## src/rtl/fpir_addsub_combine_stage_if.sv

```systemverilog
// Operand/result bus of the FPIR add/sub combine stage.
// Both in_* and out_* use valid/ready: a transfer happens on a rising clock edge when valid & ready are both 1.
interface fpir_addsub_combine_stage_if #(
  parameter int BW = 43
);
  logic          in_valid;
  logic          in_ready;
  logic [BW-1:0] in_opa;
  logic [BW-1:0] in_opb;
  logic          in_bypass;
  logic [BW-1:0] in_bypass_value;
  logic          out_valid;
  logic          out_ready;
  logic [BW-1:0] out_value;

  modport master (
    output in_valid, in_opa, in_opb, in_bypass, in_bypass_value, out_ready,
    input  in_ready, out_valid, out_value
  );

  modport slave (
    input  in_valid, in_opa, in_opb, in_bypass, in_bypass_value, out_ready,
    output in_ready, out_valid, out_value
  );
endinterface

```

## src/rtl/fpir_addsub_combine_stage.sv

```systemverilog
// Second FPIR add/sub stage: adds or subtracts aligned significand magnitudes and
// emits an un-normalized FPIR result through a two-register valid/ready pipeline.
module fpir_addsub_combine_stage #(
  parameter int BW_EXPONENT    = 10,
  parameter int BW_SIGNIFICAND = 24,
  parameter int BW_GUARD       = 3,
  parameter int BW_OVERFLOW    = 2,
  parameter int BW_FPIR_TYPE   = 3,
  parameter logic [BW_FPIR_TYPE-1:0] FPIR_TYPE_NORMAL = 3'd0,
  parameter logic [BW_FPIR_TYPE-1:0] FPIR_TYPE_PZERO  = 3'd1,
  parameter int BW_FPIR_VALUE  = BW_FPIR_TYPE + 1 + BW_EXPONENT + BW_SIGNIFICAND + BW_GUARD + BW_OVERFLOW
) (
  input logic clk,
  input logic rstp,
  input logic clear,
  fpir_addsub_combine_stage_if.slave bus
);
  localparam int W        = BW_OVERFLOW + BW_SIGNIFICAND + BW_GUARD;
  localparam int GRD_LSB  = BW_OVERFLOW;
  localparam int SIG_LSB  = GRD_LSB + BW_GUARD;
  localparam int EXP_LSB  = SIG_LSB + BW_SIGNIFICAND;
  localparam int SIGN_POS = EXP_LSB + BW_EXPONENT;
  localparam int TYPE_LSB = SIGN_POS + 1;

  logic                     s1_valid;
  logic                     s1_sign_a;
  logic                     s1_sign_b;
  logic [BW_EXPONENT-1:0]   s1_exp;
  logic [W-1:0]             s1_ma;
  logic [W-1:0]             s1_mb;
  logic                     s1_bypass;
  logic [BW_FPIR_VALUE-1:0] s1_bypass_value;
  logic                     s2_valid;
  logic [BW_FPIR_VALUE-1:0] s2_value;

  logic                     s1_advance;
  logic                     s2_advance;
  logic                     accept;
  logic [W:0]               diff;
  logic [W:0]               diff_neg;
  logic [W-1:0]             mag;
  logic                     res_sign;
  logic [BW_FPIR_VALUE-1:0] result;

  // Incoming type/ovf fields and operand B's exponent carry no information here.
  logic unused_fields;
  assign unused_fields = ^{bus.in_opa[BW_FPIR_VALUE-1:TYPE_LSB], bus.in_opa[GRD_LSB-1:0],
                           bus.in_opb[BW_FPIR_VALUE-1:TYPE_LSB], bus.in_opb[SIGN_POS-1:EXP_LSB],
                           bus.in_opb[GRD_LSB-1:0]};

  assign s2_advance   = ~s2_valid | bus.out_ready;
  assign s1_advance   = s1_valid & s2_advance;
  assign bus.in_ready = ~s1_valid | s1_advance;
  assign accept       = bus.in_valid & bus.in_ready;
  assign bus.out_valid = s2_valid;
  assign bus.out_value = s2_value;

  assign diff     = {1'b0, s1_ma} - {1'b0, s1_mb};
  assign diff_neg = -diff;

  always_comb begin
    mag      = '0;
    res_sign = s1_sign_a;
    result   = '0;
    if (s1_sign_a == s1_sign_b) begin
      mag = s1_ma + s1_mb;
    end else if (diff[W]) begin
      mag      = diff_neg[W-1:0];
      res_sign = s1_sign_b;
    end else begin
      mag = diff[W-1:0];
    end
    // Exact cancellation yields +0 with every other field cleared.
    if (mag == '0) begin
      result = {FPIR_TYPE_PZERO, {(BW_FPIR_VALUE-BW_FPIR_TYPE){1'b0}}};
    end else begin
      result = {FPIR_TYPE_NORMAL, res_sign, s1_exp,
                mag[W-BW_OVERFLOW-1 -: BW_SIGNIFICAND], mag[BW_GUARD-1:0],
                mag[W-1 -: BW_OVERFLOW]};
    end
    if (s1_bypass) result = s1_bypass_value;
  end

  always_ff @(posedge clk) begin
    if (rstp || clear) begin
      s1_valid        <= 1'b0;
      s1_sign_a       <= 1'b0;
      s1_sign_b       <= 1'b0;
      s1_exp          <= '0;
      s1_ma           <= '0;
      s1_mb           <= '0;
      s1_bypass       <= 1'b0;
      s1_bypass_value <= '0;
    end else begin
      if (bus.in_ready) s1_valid <= bus.in_valid;
      if (accept) begin
        s1_sign_a       <= bus.in_opa[SIGN_POS];
        s1_sign_b       <= bus.in_opb[SIGN_POS];
        s1_exp          <= bus.in_opa[EXP_LSB +: BW_EXPONENT];
        s1_ma           <= {{BW_OVERFLOW{1'b0}}, bus.in_opa[SIG_LSB +: BW_SIGNIFICAND],
                            bus.in_opa[GRD_LSB +: BW_GUARD]};
        s1_mb           <= {{BW_OVERFLOW{1'b0}}, bus.in_opb[SIG_LSB +: BW_SIGNIFICAND],
                            bus.in_opb[GRD_LSB +: BW_GUARD]};
        s1_bypass       <= bus.in_bypass;
        s1_bypass_value <= bus.in_bypass_value;
      end
    end
  end

  always_ff @(posedge clk) begin
    if (rstp || clear) begin
      s2_valid <= 1'b0;
      s2_value <= '0;
    end else if (s2_advance) begin
      s2_valid <= s1_valid;
      if (s1_valid) s2_value <= result;
    end
  end
endmodule
```

## src/flat_wrapper.sv

```systemverilog
// flat-port wrapper written by rule: the top's interface ports become plain ports
module fpir_addsub_combine_stage_flat 
#(
  parameter int BW_EXPONENT    = 10,
  parameter int BW_SIGNIFICAND = 24,
  parameter int BW_GUARD       = 3,
  parameter int BW_OVERFLOW    = 2,
  parameter int BW_FPIR_TYPE   = 3,
  parameter logic [BW_FPIR_TYPE-1:0] FPIR_TYPE_NORMAL = 3'd0,
  parameter logic [BW_FPIR_TYPE-1:0] FPIR_TYPE_PZERO  = 3'd1,
  parameter int BW_FPIR_VALUE  = BW_FPIR_TYPE + 1 + BW_EXPONENT + BW_SIGNIFICAND + BW_GUARD + BW_OVERFLOW
)
  (clk, rstp, clear, bus_in_valid, bus_in_opa, bus_in_opb, bus_in_bypass, bus_in_bypass_value, bus_out_ready, bus_in_ready, bus_out_valid, bus_out_value);
  fpir_addsub_combine_stage_if bus_i ();
  input logic clk;
  input logic rstp;
  input logic clear;
  input wire logic [$bits(bus_i.in_valid)-1:0] bus_in_valid;
  input wire logic [$bits(bus_i.in_opa)-1:0] bus_in_opa;
  input wire logic [$bits(bus_i.in_opb)-1:0] bus_in_opb;
  input wire logic [$bits(bus_i.in_bypass)-1:0] bus_in_bypass;
  input wire logic [$bits(bus_i.in_bypass_value)-1:0] bus_in_bypass_value;
  input wire logic [$bits(bus_i.out_ready)-1:0] bus_out_ready;
  output wire logic [$bits(bus_i.in_ready)-1:0] bus_in_ready;
  output wire logic [$bits(bus_i.out_valid)-1:0] bus_out_valid;
  output wire logic [$bits(bus_i.out_value)-1:0] bus_out_value;
  assign bus_i.in_valid = bus_in_valid;
  assign bus_i.in_opa = bus_in_opa;
  assign bus_i.in_opb = bus_in_opb;
  assign bus_i.in_bypass = bus_in_bypass;
  assign bus_i.in_bypass_value = bus_in_bypass_value;
  assign bus_i.out_ready = bus_out_ready;
  assign bus_in_ready = bus_i.in_ready;
  assign bus_out_valid = bus_i.out_valid;
  assign bus_out_value = bus_i.out_value;
  fpir_addsub_combine_stage #(.BW_EXPONENT(BW_EXPONENT), .BW_SIGNIFICAND(BW_SIGNIFICAND), .BW_GUARD(BW_GUARD), .BW_OVERFLOW(BW_OVERFLOW), .BW_FPIR_TYPE(BW_FPIR_TYPE), .FPIR_TYPE_NORMAL(FPIR_TYPE_NORMAL), .FPIR_TYPE_PZERO(FPIR_TYPE_PZERO), .BW_FPIR_VALUE(BW_FPIR_VALUE)) u_core (.clk(clk), .rstp(rstp), .clear(clear), .bus(bus_i));
endmodule
```

## config.mk

```make
export PLATFORM = sky130hd
export DESIGN_NAME = fpir_addsub_combine_stage_flat
export DESIGN_NICKNAME = d
export VERILOG_FILES = /design/src/rtl/fpir_addsub_combine_stage_if.sv /design/src/rtl/fpir_addsub_combine_stage.sv /design/src/flat_wrapper.sv
export SDC_FILE = /design/constraint.sdc
export NUM_CORES = 1
export LEC_CHECK = 0
export CELL_PAD_IN_SITES_DETAIL_PLACEMENT = 0
export CELL_PAD_IN_SITES_GLOBAL_PLACEMENT = 2
export CORE_MARGIN = 2
export CORE_UTILIZATION = 30
export CTS_CLUSTER_DIAMETER = 80
export DETAILED_ROUTE_END_ITERATION = 8
export PLACE_DENSITY_LB_ADDON = 0.1
export SYNTH_ARGS = -nofsm -noshare
export SYNTH_HDL_FRONTEND = slang
export SYNTH_SLANG_ARGS = --single-unit
```

## constraint.sdc

```tcl
create_clock -name clk -period 4.9 [get_ports clk]
set_input_delay 0.98 -clock clk [delete_from_list [all_inputs] [get_ports clk]]
set_output_delay 0.98 -clock clk [all_outputs]
set_load 0.01 [all_outputs]
```

==> results of run 1 <==
==> kinds of logic after synthesis <==
logic type / synth area share [%]
simple gates: 27.0
compound gates: 25.8
flops: 29.6
buf+inv: 5.48
fa+ha+maj: 6.94
xor+xnor: 3.17
mux: 2.04
==> sequential cells by signal, summed over array words and instances (netlist names) <==
signal / count
u_core.bus.out_value: 43
u_core.s1_bypass_value: 43
u_core.s1_ma: 27
u_core.s1_mb: 27
u_core.s1_exp: 10
u_core.bus.out_valid: 1
u_core.s1_bypass: 1
u_core.s1_sign_a: 1
u_core.s1_sign_b: 1
u_core.s1_valid: 1
==> tightest hold or removal path, stage by stage (launching register included) <==
cell and delay, ns:
dfxtp_1 0.31, nand2_1 0.05, a21oi_1 0.05
==> cell type report <==
class / instances / area [µm²]
sequential: 155 / 3110
fill: 3725 / 20600
tap: 455 / 569
inverter: 53 / 199
timing repair buffer: 274 / 2500
multi-input combinational: 1150 / 6970
clock inverter: 10 / 85.1
clock buffer: 22 / 464
==> per-stage QoR <==
step | setup WS, ns | cells | utilization, %
2_1_floorplan | 0.641 | 1454 | -
3_3_place_gp | 0.192 | 2087 | 38.4
3_5_place_dp | 0.118 | 2087 | 38.4
4_1_cts | 0.0999 | 2119 | 40.0
5_1_grt | 0.00173 | 2119 | 40.3
6_report | 0.218 | 2119 | 40.3
==> synthesized netlist by cell type, types with 6 or more instances <==
cell and count:
a211o_1 7, a211oi_1 22, a21o_1 6, a21oi_1 183
a311oi_1 8, a31oi_1 6, and2_1 11, and3_1 10
buf_1 12, clkbuf_1 82, dfxtp_1 155, ha_1 55
inv_1 52, mux2_2 11, mux2i_1 9, nand2_1 313
nand2b_1 11, nand3_1 38, nand4_1 22, nor2_1 97
nor2b_1 14, nor3_1 38, nor4_1 10, o211a_1 8
o211ai_1 21, o21ai_0 52, o21ai_2 10, o21bai_1 12
o31ai_1 15, or3_1 12, or4_1 8, xnor2_1 28
xor2_1 10
==> power by group <==
| group | switching (mW) | internal [mW] | total (mW) | leakage (nW) |
|---|---|---|---|---|
| clock | 0.603 | 0.685 | 1.29 | 0.267 |
| sequential | 0.0225 | 1.29 | 1.32 | 1.26 |
| combinational | 0.662 | 0.512 | 1.17 | 3.89 |
==> timing repair <==
item,in CTS,in global routing
endpoints found under the setup margin,0,12
hold endpoints to repair,0,0
hold buffers,0,0
resized for setup,0,37
==> per-layer routing <==
metal  vias to the layer above  wire length (µm)  track usage [%]
li1                       5551                 -                -
met1                      5195             17300             27.0
met2                       189             17700             34.6
met3                        30              1240             3.62
met4                         0               701             5.31
met5                         -                 0                0
==> final timing paths <==
path | slack (ns) | from | cells after the start | endpoint
setup / recovery | 0.22 | u_core.s1_mb[2]$_SDFFE_PP0P_ | 17 | u_core.bus.out_value[33]$_SDFFE_PP0P_
hold / removal | 0.45 | u_core.s1_bypass_value[3]$_SDFFE_PP0P_ | 2 | u_core.s1_bypass_value[3]$_SDFFE_PP0P_
setup reg to reg | 0.22 | u_core.s1_mb[2]$_SDFFE_PP0P_ | 17 | u_core.bus.out_value[33]$_SDFFE_PP0P_
hold reg to reg | 0.45 | u_core.s1_bypass_value[3]$_SDFFE_PP0P_ | 2 | u_core.s1_bypass_value[3]$_SDFFE_PP0P_
==> summary.txt, run 1 <==
Outcome
  • Outcome: completed

Clock network
  • Clock buffer count from CTS: 17
  • Clock-pin slew on the worst setup and hold paths: ~0.07 ns
  • CTS root buffer: clkbuf_16
  • Clk sinks: 155
  • Htree depth: 4
  • Deepest clock path buffer count: 2
  • Worst-Skew Late Latency: between 0.4 and 0.5 ns
  • Setup Fix Bufs, Post-CTS: 0
  • CTS tree: yes

Setup path
  • Slowest cell on crit path: or4b_4
  • Delay-heaviest family, CP: simple AND/OR/NAND/NOR gates
  • Critical path fanouts, max: 10
  • Worst-path cell chain: inv_1 > ha_1 > or2_1 > o21a_4 > o211a_4 > or4_4 > a222oi_1 > buf_4 > nand4_2 > o2111ai_2 > o211ai_1 > or4b_4 > nor4_4 > nand4_1 > nor2_4 > buf_12 > o21ai_2
  • Data required time of the worst path: about 5.2 ns
  • Slowest Stage Delay on Critical Path: approximately 0.57 ns
  • Setup CP Type: reg -> reg
  • Bufs and invs on worst path: 3
  • Crit path launch type: register
  • Critical Path AT: around 5.0 ns
  • Critical Path End Type: register

Placed design
  • Gpl congestion: 0.856
  • Detailed placement HPWL: between 20 and 30 mm
  • Dpl cell area: about 0.013 mm²
  • IO Port Bufs: between 150 and 200

Timing
  • Fin crit share: around 96%
  • Clock skew: 0.0126 ns
  • Slew HR: about 30%
  • Crit path time final: approximately 4.7 ns
  • Final setup vio count: 0
  • Final Hold Viols: 0
  • RSZ-0062 raised after global routing: no
  • Setup TNS: 0 ns
  • Hold slack: around 0.45 ns
  • Worst-Margin Slew: about 1.0 ns
  • Max-slew violations: 0
  • Peak Freq: 214 MHz

Route
  • Vias: between 10k and 15k
  • DRC violations left: 0
  • DR WL/cell: roughly 17 µm
  • Final wirelength: 37.0 mm
  • ANT nets after route: 0
  • DRT iter0 DRCs: just over 600
  • Vias/cell: a little over 5
  • First-pass DRT Iterations: 5

Finish
  • Area growth syn-to-layout: 32.5%
  • Commonest non-fill, non-tap cell in the layout: nand2_1
  • ANT cells: 0
  • Layout Nets: between 1.5k and 2k
  • Post-route cell area: between 0.01 and 0.015 mm²
  • Layout cell share with drive strength beyond 1: between 10% and 20%
  • Most frequent cells in the layout: 312 x nand2_1, 181 x a21oi_1, 159 x clkdlybuf4s50_1

GRT
  • Grt total ovfl: 0
  • First-pass GRT wire length: 58.6 mm
  • Antenna violations before repair: 1
  • Vias in the first global route: about 11k
  • Total track usage: 20.5%
  • Largest net degree at the start of global routing: between 100 and 150

Floorplan
  • Die width: 191 µm
  • DIE HEIGHT: approximately 190 µm
  • I/O pin cnt: between 150 and 200
  • Starting density of the core: ~30%
  • Die ar.: 0.0365 mm²
  • CORE AREA: about 0.034 mm²
  • # rows: 68

Run
  • Max Cap Viol: 0

Yosys
  • Top-area cell type share of the netlist area: 29.6%
  • Post-synthesis sequential area ratio: between 20% and 30%
  • Syn nets: roughly 1.6k
  • Post-synthesis instance area: around 0.010 mm²
  • Dominant cell type by area after synthesis: dfxtp_1
  • Synth cell types: between 80 and 90
  • EDFF count, synth: 0
  • Cells after Synth: between 1k and 1.5k
  • Yosys warnings: 0
  • Synth async-reset ratio: 0%
  • Flops & latches, synth: roughly 160
  • Main synth FF type: dfxtp_1
  • Mean post-synth cell area: between 7 and 8 µm²
  • Largest cells by area after synthesis: dfxtp_1 30%, nand2_1 11%, a21oi_1 8.7%

Worst hold path
  • Hold WC Path Type: reg -> reg

Power
  • Total power: roughly 3.8 mW
  • Power Density: 272 mW/mm²
  • VDD IR max: 0.246 mV
  • Static Leak: ~5.4 nW
(Power assumes the default switching activity.)
==> inputs of run 2 (changes only) <==
- CTS_CLUSTER_DIAMETER: 80 -> not set
==> results of run 2 <==
Same layout as run 1: the final DEF is identical, and so are final timing and power.
==> inputs of run 3 (changes only) <==
- CORE_MARGIN: 2 -> 5
- GPL_TIMING_DRIVEN: not set -> 0
- HOLD_SLACK_MARGIN: not set -> 0.1
==> run 3 against run 2 <==
Compared with the run above:
- cell area down 0.73%
- worst hold slack about the same
- first-iteration DRC count up 12%
- die area up 6.4%
- sequential share of layout area up 0.17 points
- maximum frequency down 0.37%
- critical path type unchanged
- critical endpoint is now u_core.bus.out_value[29]$_SDFFE_PP0P_
- largest power group is now the clock network
==> summary.txt, run 3 (same netlist as run 1, synthesis figures left out) <==
Outcome
  • Outcome: completed

Setup path
  • Critical Path AT: 5.05 ns (+0.03 ns)
  • Worst-case reg-to-reg path depth: 17 (unchanged)
  • Last element of the critical path: u_core.bus.out_value[29]$_SDFFE_PP0P_
  • Critical path fanouts, max: 5 (-5)
  • Worst R2R Setup Slack: 0.20 ns (-0.02 ns)
  • Data required time of the worst path: 5.25 ns (about the same)
  • Setup CP Type: reg -> reg
  • Crit path launch type: register
  • CP Launch Point: u_core.s1_ma[0]$_SDFFE_PP0P_
  • Critical Path End Type: register
  • R2r startpoint: u_core.s1_ma[0]$_SDFFE_PP0P_
  • Worst r2r dst: u_core.bus.out_value[29]$_SDFFE_PP0P_

Floorplan
  • Die width: 197 µm (+3.1%)
  • # rows: 68 (unchanged)
  • DIE HEIGHT: 197 µm (+3.1%)
  • CORE AREA: 0.0345 mm² (+0.25%)
  • Starting density of the core: 30.4% (-0.075 points)
  • I/O pin cnt: 180 (unchanged)
  • Die ar.: 0.0388 mm² (+6.4%)

Route
  • Routed met3 length: 1.69 mm (+36%)
  • DRC violations left: 0 (unchanged)
  • Vias: 11.2k (+2.0%)
  • DRT iter0 DRCs: 694 (+12%)
  • First-pass DRT Iterations: 7 (+2)
  • DR WL/cell: 20.2 µm (+15%)
  • Met1 WL: 20.3 mm (+17%)
  • Vias/cell: 5.28 (+2.1%)
  • Routed met2 length: 20.0 mm (+13%)
  • ANT nets after route: 0 (unchanged)
  • Top layer in use: met4
  • Final wirelength: 42.7 mm (+15%)

Finish
  • Finished Core Util: 39.9% (-0.39 points)
  • Layout cell share with drive strength beyond 1: 9.99% (-2.9 points)
  • FF/Latch Area: 0.00311 mm² (about the same)
  • Layout Nets: 1,841 (-0.11%)
  • Area growth syn-to-layout: 31.5%
  • Final non-filler cell total: 2,117 (-0.094%)
  • # fillers: 3,771 (+1.2%)
  • Most frequent cells in the layout: 313 x nand2_1, 173 x a21oi_1, 159 x clkdlybuf4s50_1
  • Area of the multi-input gates: 0.00717 mm² (+3.0%)
  • ANT cells: 0 (unchanged)
  • Commonest non-fill, non-tap cell in the layout: nand2_1
  • Post-route cell area: 0.0138 mm² (-0.73%)

Placed design
  • Gpl congestion: 0.868 (+1.5%)
  • Detailed placement HPWL: 33.2 mm (+21%)
  • IO Port Bufs: 159 (unchanged)
  • Placed Cells: 2,068 (-0.91%)
  • Pre-CTS setup slack: -0.926 ns (-1.04 ns)
  • Dpl cell area: 0.0126 mm² (-4.3%)

Power
  • Power Density: 282 mW/mm² (+3.8%)
  • Sw Pwr: 1.41 mW (+9.4%)
  • VDD IR max: 0.267 mV (+8.4%)
  • Total power: 3.89 mW (+3.0%)
  • P_int: 2.48 mW (-0.24%)
  • Clk network pwr share: 35.6% (+1.5 points)
  • Flop pwr share: 33.9% (-0.9 points)
  • Gate power share: 30.5% (-0.6 points)
  • Sw Ratio: 36.2% (+2.1 points)
  • Static Leak: 5.20 nW (-4.1%)

GRT
  • Antenna violations before repair: 0 (-1)
  • First-pass GRT wire length: 65.0 mm (+11%)
  • Grt total ovfl: 0 (unchanged)
  • Total track usage: 21.5% (+0.97 points)
  • Vias in the first global route: 11.1k (+4.9%)
  • Largest net degree at the start of global routing: 18 (-87%)

Clock network
  • Deepest clock path buffer count: 2 (unchanged)
  • Htree depth: 4 (unchanged)
  • Worst-Skew Late Latency: 0.46 ns (about the same)
  • Clk sinks: 155 (unchanged)
  • CTS root buffer: clkbuf_16
  • Clock-pin slew on the worst setup and hold paths: 0.07 ns (about the same)
  • Clock buffer count from CTS: 17 (unchanged)
  • CTS tree: yes

Timing
  • Final setup vio count: 0 (unchanged)
  • Clock skew: 0.0141 ns (+0.00156 ns)
  • Max-slew violations: 0 (unchanged)
  • Final worst slack: 0.200 ns (-0.0175 ns)
  • Fin crit share: 95.9% (+0.36 points)
  • Slew HR: 22.8% (-7.3 points)
  • Final Hold Viols: 0 (unchanged)
  • Peak Freq: 213 MHz (-0.37%)
  • Crit path time final: 4.70 ns (+0.0175 ns)
  • Worst-Margin Slew: 1.16 ns (+0.113 ns)

Run
  • Max Cap Viol: 0 (unchanged)

Worst hold path
  • Hold WC Path Type: reg -> reg
==> run 3: changes by cell type in the layout (fill, tap and decap cells not counted), moves of 5 or more <==
cell and change:
a21oi_1 -8, a21oi_2 +7, buf_1 +7, buf_2 +5, buf_4 -89, clkbuf_1 +64, clkbuf_4 +5, clkinv_4 -5
inv_6 +5, o21ai_0 -5
==> run 3: routing by layer <==
metal | up-vias | track usage, %
met1 | 5315 | 29.7
met4 | 0 | 5.52
met5 | - | 0
li1 | 5558 | -
met3 | 47 | 3.13
met2 | 267 | 35.4
==> run 3: critical path, cell delays in order, from the launching register on <==
cell,delay (ns)
dfxtp_4,0.40
inv_1,0.06
ha_1,0.20
fa_1,0.44
nand2b_4,0.19
a21boi_2,0.24
o211ai_1,0.18
nand3b_1,0.21
a311o_1,0.30
nand4b_1,0.20
or4b_4,0.56
a221oi_1,0.27
o211ai_1,0.29
nor4_4,0.37
nand4_1,0.21
nor2_4,0.22
buf_6,0.17
o21ai_2,0.07
==> run 3: timing repair <==
action / in CTS / in global routing
cloned: 0 / 1
gates resized for setup: 48 / 73
buffers inserted: 8 / 13
pin swaps: 9 / 19
hold buffers: 0 / 0
endpoints found under the setup margin: 14 / 12
==> run 3: worst min path at each step <==
stage,start,depth (start not counted),endpoint
6_report,u_core.bus.out_value[37]$_SDFFE_PP0P_,2,u_core.bus.out_value[37]$_SDFFE_PP0P_
5_1_grt,u_core.s1_bypass_value[17]$_SDFFE_PP0P_,2,u_core.s1_bypass_value[17]$_SDFFE_PP0P_
3_3_place_gp,u_core.bus.out_value[37]$_SDFFE_PP0P_,2,u_core.bus.out_value[37]$_SDFFE_PP0P_
4_1_cts,u_core.bus.out_value[20]$_SDFFE_PP0P_,2,u_core.bus.out_value[20]$_SDFFE_PP0P_
3_5_place_dp,u_core.bus.out_value[37]$_SDFFE_PP0P_,2,u_core.bus.out_value[37]$_SDFFE_PP0P_
2_1_floorplan,u_core.s1_bypass_value[3]$_SDFFE_PP0P_,2,u_core.s1_bypass_value[3]$_SDFFE_PP0P_
==> run 3: cell type report <==
cell class / count / area share, %
plain buffers: 91 / 2.83
multi-input cells: 1150 / 52.0
flip-flops and latches: 155 / 22.5
repair buffers: 181 / 12.8
well taps: 455 / 4.13
inverters: 53 / 1.44
clock buffers: 17 / 3.08
clock inverters: 15 / 1.22
==> run 3: stage by stage <==
step,TNS [ns],hold WS [ns]
floorplan,0,0.432
global placement,-10.74,0.438
detailed placement,-10.93,0.440
CTS,0,0.455
global route,-0.0999,0.469
finish,0,0.453
==> run 3: power groups by stage <==
stage / clock (mW) / combinational, mW / sequential, mW
5_1_grt: 1.46 / 1.28 / 1.32
6_report: 1.39 / 1.19 / 1.32
2_1_floorplan: 0 / 0.654 / 1.34
3_5_place_dp: 0 / 1.04 / 1.35
4_1_cts: 1.42 / 1.11 / 1.32
3_3_place_gp: 0 / 1.04 / 1.35
